===== config.mk =====
export PLATFORM = sky130hd
export DESIGN_NAME = sm_cpu_arbiter
export DESIGN_NICKNAME = d
export VERILOG_FILES = /design/src/rtl/sm_cpu_arbiter.sv
export SDC_FILE = /design/constraint.sdc
export NUM_CORES = 1
export LEC_CHECK = 0
export BUFFER_PORTS_ARGS = -buffer_cell sky130_fd_sc_hd__buf_2
export CORE_UTILIZATION = 45
export DETAILED_ROUTE_END_ITERATION = 10
export PLACE_DENSITY = 0.81
export SYNTH_ARGS = -nofsm -noshare
export SYNTH_HDL_FRONTEND = slang
export SYNTH_SLANG_ARGS = --single-unit

===== constraint.sdc =====
create_clock -name clk -period 5.8 [get_ports clk]
set_clock_uncertainty 0.15 [all_clocks]
set_input_delay 0.58 -clock clk [delete_from_list [all_inputs] [get_ports clk]]
set_output_delay 0.58 -clock clk [all_outputs]
set_load 0.02 [all_outputs]

===== src/rtl/sm_cpu_arbiter.sv =====
// sm_cpu_arbiter: round-robin front end that time-shares one start/done
// compute unit between NUM_REQ requesters. Each granted job gets one start
// pulse, a bounded wait for done, and a one-cycle ack with the result.
//
// state  | meaning
// IDLE   | no job; scanning req from the round-robin pointer
// ISSUE  | operand latched, cu_start high for this one cycle
// WAIT   | counting cycles until done (first cycle masked) or timeout
// RESP   | ack[id] high, result/error presented, pointer advanced
module sm_cpu_arbiter #(
  parameter int NUM_REQ = 4,
  parameter int TIMEOUT = 64,
  localparam int IDW = $clog2(NUM_REQ)
) (
  input  logic                  clk,
  input  logic                  rst_n,
  input  logic [NUM_REQ-1:0]    req,
  input  logic [16*NUM_REQ-1:0] req_x,
  output logic [NUM_REQ-1:0]    ack,
  output logic [31:0]           rsp_y,
  output logic                  rsp_err,
  output logic [IDW-1:0]        rsp_id,
  output logic                  busy,
  output logic                  cu_start,
  output logic [15:0]           cu_x,
  input  logic [31:0]           cu_y,
  input  logic                  cu_done
);

  // Wide enough to hold TIMEOUT itself so the increment never wraps.
  localparam int CW = $clog2(TIMEOUT) + 1;

  typedef enum logic [1:0] {
    S_IDLE  = 2'd0,
    S_ISSUE = 2'd1,
    S_WAIT  = 2'd2,
    S_RESP  = 2'd3
  } state_t;

  state_t         state;
  state_t         state_n;
  logic [IDW-1:0] ptr;
  logic [IDW-1:0] id;
  logic [CW-1:0]  wait_cnt;

  logic           grant_valid;
  logic [IDW-1:0] grant_id;
  logic [IDW:0]   scan;
  logic [15:0]    grant_x;

  logic           load_grant;
  logic           take_done;
  logic           take_timeout;

  // Round-robin pick: scan from the highest offset down so the requester
  // closest to the pointer (offset 0 first) is the last, winning assignment.
  always_comb begin
    grant_valid = 1'b0;
    grant_id    = '0;
    scan        = '0;
    for (int i = NUM_REQ - 1; i >= 0; i--) begin
      scan = {1'b0, ptr} + (IDW+1)'(i);
      if (scan >= (IDW+1)'(NUM_REQ)) begin
        scan = scan - (IDW+1)'(NUM_REQ);
      end
      if (req[scan[IDW-1:0]]) begin
        grant_valid = 1'b1;
        grant_id    = scan[IDW-1:0];
      end
    end
  end

  // Operand of the winning requester, only used at the grant cycle.
  always_comb begin
    grant_x = req_x[{grant_id, 4'b0000} +: 16];
  end

  // State register.
  always_ff @(posedge clk or negedge rst_n) begin
    if (!rst_n) begin
      state <= S_IDLE;
    end else begin
      state <= state_n;
    end
  end

  // Next-state decode plus the strobes that steer the datapath registers.
  always_comb begin
    state_n      = state;
    load_grant   = 1'b0;
    take_done    = 1'b0;
    take_timeout = 1'b0;
    case (state)
      S_IDLE: begin
        if (grant_valid) begin
          load_grant = 1'b1;
          state_n    = S_ISSUE;
        end
      end
      S_ISSUE: begin
        state_n = S_WAIT;
      end
      S_WAIT: begin
        // A done level left over from the previous job is ignored on the
        // first WAIT cycle; done beats timeout when both land together.
        if ((wait_cnt != '0) && cu_done) begin
          take_done = 1'b1;
          state_n   = S_RESP;
        end else if (wait_cnt == CW'(TIMEOUT - 1)) begin
          take_timeout = 1'b1;
          state_n      = S_RESP;
        end
      end
      S_RESP: begin
        state_n = S_IDLE;
      end
      default: begin
        state_n = S_IDLE;
      end
    endcase
  end

  // Registered outputs and job bookkeeping; every output follows state_n
  // so it lines up with the state it belongs to.
  always_ff @(posedge clk or negedge rst_n) begin
    if (!rst_n) begin
      ack      <= '0;
      rsp_y    <= '0;
      rsp_err  <= 1'b0;
      rsp_id   <= '0;
      busy     <= 1'b0;
      cu_start <= 1'b0;
      cu_x     <= '0;
      ptr      <= '0;
      id       <= '0;
      wait_cnt <= '0;
    end else begin
      busy     <= (state_n != S_IDLE);
      cu_start <= (state_n == S_ISSUE);
      ack      <= '0;

      if (load_grant) begin
        cu_x <= grant_x;
        id   <= grant_id;
      end

      if (state == S_ISSUE) begin
        wait_cnt <= '0;
      end else if (state == S_WAIT) begin
        wait_cnt <= wait_cnt + CW'(1);
      end

      if (take_done) begin
        rsp_y   <= cu_y;
        rsp_err <= 1'b0;
      end else if (take_timeout) begin
        rsp_y   <= '0;
        rsp_err <= 1'b1;
      end

      if (state_n == S_RESP) begin
        ack    <= NUM_REQ'(1) << id;
        rsp_id <= id;
      end

      if (state == S_RESP) begin
        ptr <= (id == IDW'(NUM_REQ - 1)) ? '0 : id + IDW'(1);
      end
    end
  end

endmodule


==> run summary <==
During I/O placement, the number of pins put on the boundary was 160. Area growth from synthesis to layout: 30.6%. Counting instances in the post-synthesis netlist gives the leading cell types as 70 x dfrtp_1, 32 x a211oi_1, 32 x a22o_1. In this run the static leakage power is 2.28 nW. The number of clock buffers added by TritonCTS is 9. Synthesis handed over a netlist of 290 instances. Dividing the detail-routed wire length by the instance count gives 14.6 µm. Summed over all instances, the cell type with the most area after synthesis is dfrtp_1.

The type of origin of the critical path is a flop. The net count of the finished layout is 559. Gates resized during post-CTS repair numbered 0. For the number of H-tree levels, the log shows 3. Setup violations remaining at the end of the flow were counted as 0. Hold repair after CTS inserted 0 buffers. The synthesized design contains 70 register bits. The final critical path takes up 46.6% of the cycle. Count of vias placed by the detailed router: 2898. In the final layout, flip-flops and latches occupy 1750 µm². The post-route core utilization was 60.8%; the die boundary width was 88.4 µm. During placement, the flow inserted port buffers numbering 159. Headroom to the max-slew limit came out at 14.2%.

The net count after synthesis was 404. The tools report the number of max-slew violations in the final report as 0. Registers are responsible for 35.8% of the overall power.

TritonCTS built the clock tree. The dominant combinational cell family by area after synthesis was compound AO/OA/AOI/OAI gates. The number of violations reported at the end of detailed-routing iteration 0 is 70, and the highest clock rate is 370 MHz.

The layout has 603 filler cells. The run finished with clean final reports. Internal power comes to 1.33 mW.

Measured against the total synthesized area, the mux share comes to 6.30%. By instance count, the leading cell after synthesis is dfrtp_1. Total power for the finished layout comes to 2.36 mW. The fraction of the mapped netlist area in adder cells is 4.10%.

The run gives 7810 µm² as the area of the die. Clock-pin slew was measured on the worst setup and hold paths at 0.07 ns. The pre-antenna-repair detailed-routing pass consisted of 4 iterations. The share of flip-flops with an asynchronous set or reset after synthesis was 100%. During synthesis, Yosys emitted a total of 0 warnings. The DRC violation count after routing came out at 0. In this run the worst hold path is classified as primary input to async pin. Total negative slack: 0 ns.

The worst setup path is captured at a flop. The fraction of the yosys area taken by sequential cells is 52.2%. Of the total power, the share spent switching nets is 43.7%. The congestion estimate from routability-driven global placement came to 0.764. The run gives 0 as the number of endpoints with negative hold slack in the final report. Global routing used 20.6% of the available tracks. At the worst endpoint, the arrival time is 2.82 ns.

After Yosys synthesis, XOR and XNOR cells account for 0.522% of the synthesized area. Setup repair after global routing left no endpoint under its margin. Once detailed placement completed, the half-perimeter wirelength came to 5750 µm.

The tree built by TritonCTS fans out to 70 sinks. Synthesized area per cell: 11.6 µm². Via count of the first global-routing pass: 2720. Power spread over the standard cell area amounts to 538 nW/µm².

The total overflow reported by the global router was 0; the via count normalized by instance count was 5.28. In the post-synthesis netlist, the biggest area contributors are dfrtp_1 52%, a22o_1 8.3%, a211oi_1 7.2%. The pre-CTS setup slack was 3.03 ns; the area of the mapped netlist was 3360 µm². The clock power share was 14.5%; the proportion of netlist area held by the largest area contributor was 52.2%.

In the final layout, the multi-input gates occupy 1490 µm². The logs give 2 for the worst-case clock buffer depth and 0 for the number of maximum-capacitance constraint violations. Once routing completed, OpenROAD measured the worst setup slack at 3.10 ns.

The first global-routing pass estimated 12400 µm of wire. The area fraction in compound gates after synthesis was 24.4%. Data on the critical path is required at its endpoint by 5.92 ns.

The floorplan step set the die height to 88.4 µm. The final wirelength was 8020 µm; the number of unique standard cell types used by synthesis was 43. The tools report the worst ir drop on vdd as 0.000230 V. The number of routed nets with antenna violations is 0. After Yosys synthesis, and, or, nand and nor cells account for 9.09% of the synthesized area.

The minimum clock period is 2.70 ns. The CTS root buffer was clkbuf_8. The initial antenna violation count was 0; the actual slew at the worst max-slew pin was 1.29 ns. Most instantiated flip-flop cell in the synthesis netlist: dfrtp_1. For the floorplan row count, the log shows 31. The net switching power of the design is 1.03 mW. The setup path with the least slack is of type flop to flop. The run gives 0 as the post-CTS setup buffer count. Of the total power, combinational logic draws 49.7%.

The run gives 0.33 ns as the source-to-sink clock delay at the later pin of the worst-skew pair. Counting flops with a built-in enable in the synthesized netlist gives 0. The placeable core region was 7210 µm²; the largest net degree at the start of global routing was 71.

0 antenna diodes ended up in the layout. The initial utilization of the core area, before any placement, comes to 46.5%. On the final layout, the worst hold slack is 0.284 ns.

The share of cells above drive strength 1 is 42.4%, and the maximum fanout count along the critical path is 32.
kinds of logic (layout without fill, tap and decap cells):
family                   count (synthesis)  after routing
multiplexers                            20             20
XOR/XNOR                                 2              2
adder cells (fa/ha/maj)                 11             11
AND/OR/NAND/NOR                         58             58
AO/OA/AOI/OAI                          102            102
flip-flops                              70             70
buffers and inverters                   27            187
power by group through the flow:
stage               logic (mW)  registers, mW  clock network, mW
floorplan                0.614           1.06                  0
global placement          1.14          0.853                  0
detailed placement        1.18          0.849                  0
CTS                       1.18          0.845              0.354
global route              1.29          0.872              0.376
finish                    1.17          0.845              0.342
state kept, by name (all words and copies together) (netlist names):
name      flops
rsp_y        32
cu_x         16
wait_cnt      7
ack           4
id            2
ptr           2
rsp_id        2
state         2
busy          1
cu_start      1
rsp_err       1
worst max-delay path: stages, from the launching register on:
cell and delay [ns]:
dfrtp_1 0.40, inv_1 0.10, ha_1 0.14, or4b_4 0.46
o31ai_4 0.28, nand2_1 0.09, nand2_1 0.76, a22o_1 0.25
path summary, 6_finish.rpt:
kind	start	to	slack, ns	depth (start not counted)
max in group asynchronous	rst_n	ptr[1]	4.66	2
max reg2reg	wait_cnt[0]	rsp_y[29]	3.10	7
min	rst_n	rsp_y[30]	0.28	2
max	wait_cnt[0]	rsp_y[29]	3.10	7
min in group clk	cu_y[16]	rsp_y[16]	0.31	2
min reg2reg	rsp_y[23]	rsp_y[23]	0.35	1
final cells by class:
class                   instances  area share (%)
multi-input cells             193            34.0
repair buffers                160            18.3
inverters                      11           0.942
clock inverters                 7            1.11
flip-flops and latches         70            39.9
clock buffers                   9            2.82
well taps                      99            2.82
routing by layer:
| metal | vias to the layer above | share of wire (%) | track usage, % |
|---|---|---|---|
| met3 | 19 | 8.3 | 4.38 |
| li1 | 1388 | - | - |
| met1 | 1336 | 44 | 25.0 |
| met2 | 155 | 46 | 36.1 |
| met4 | 0 | 1.4 | 7.62 |
| met5 | - | 0 | 0 |
layout by cell type (no fill, tap or decap), drive strengths merged, types with 2 or more instances in the layout:
master  count
nor2       24
a21oi       4
nand2      11
nand2b      2
ha         11
and2        4
dfrtp      70
clkbuf      9
o31ai       2
a21boi     17
a22o       32
nor2b       3
clkinv      5
mux2        3
o21ai       8
a211oi     32
mux2i      17
inv        12
and3        5
buf       160
per-stage QoR:
step,std cells,cell area [µm²]
2_1_floorplan,290,3360
3_3_place_gp,533,4210
3_5_place_dp,533,4210
4_1_cts,549,4390
5_1_grt,549,4390
6_report,549,4390
(Power assumes the default switching activity.)
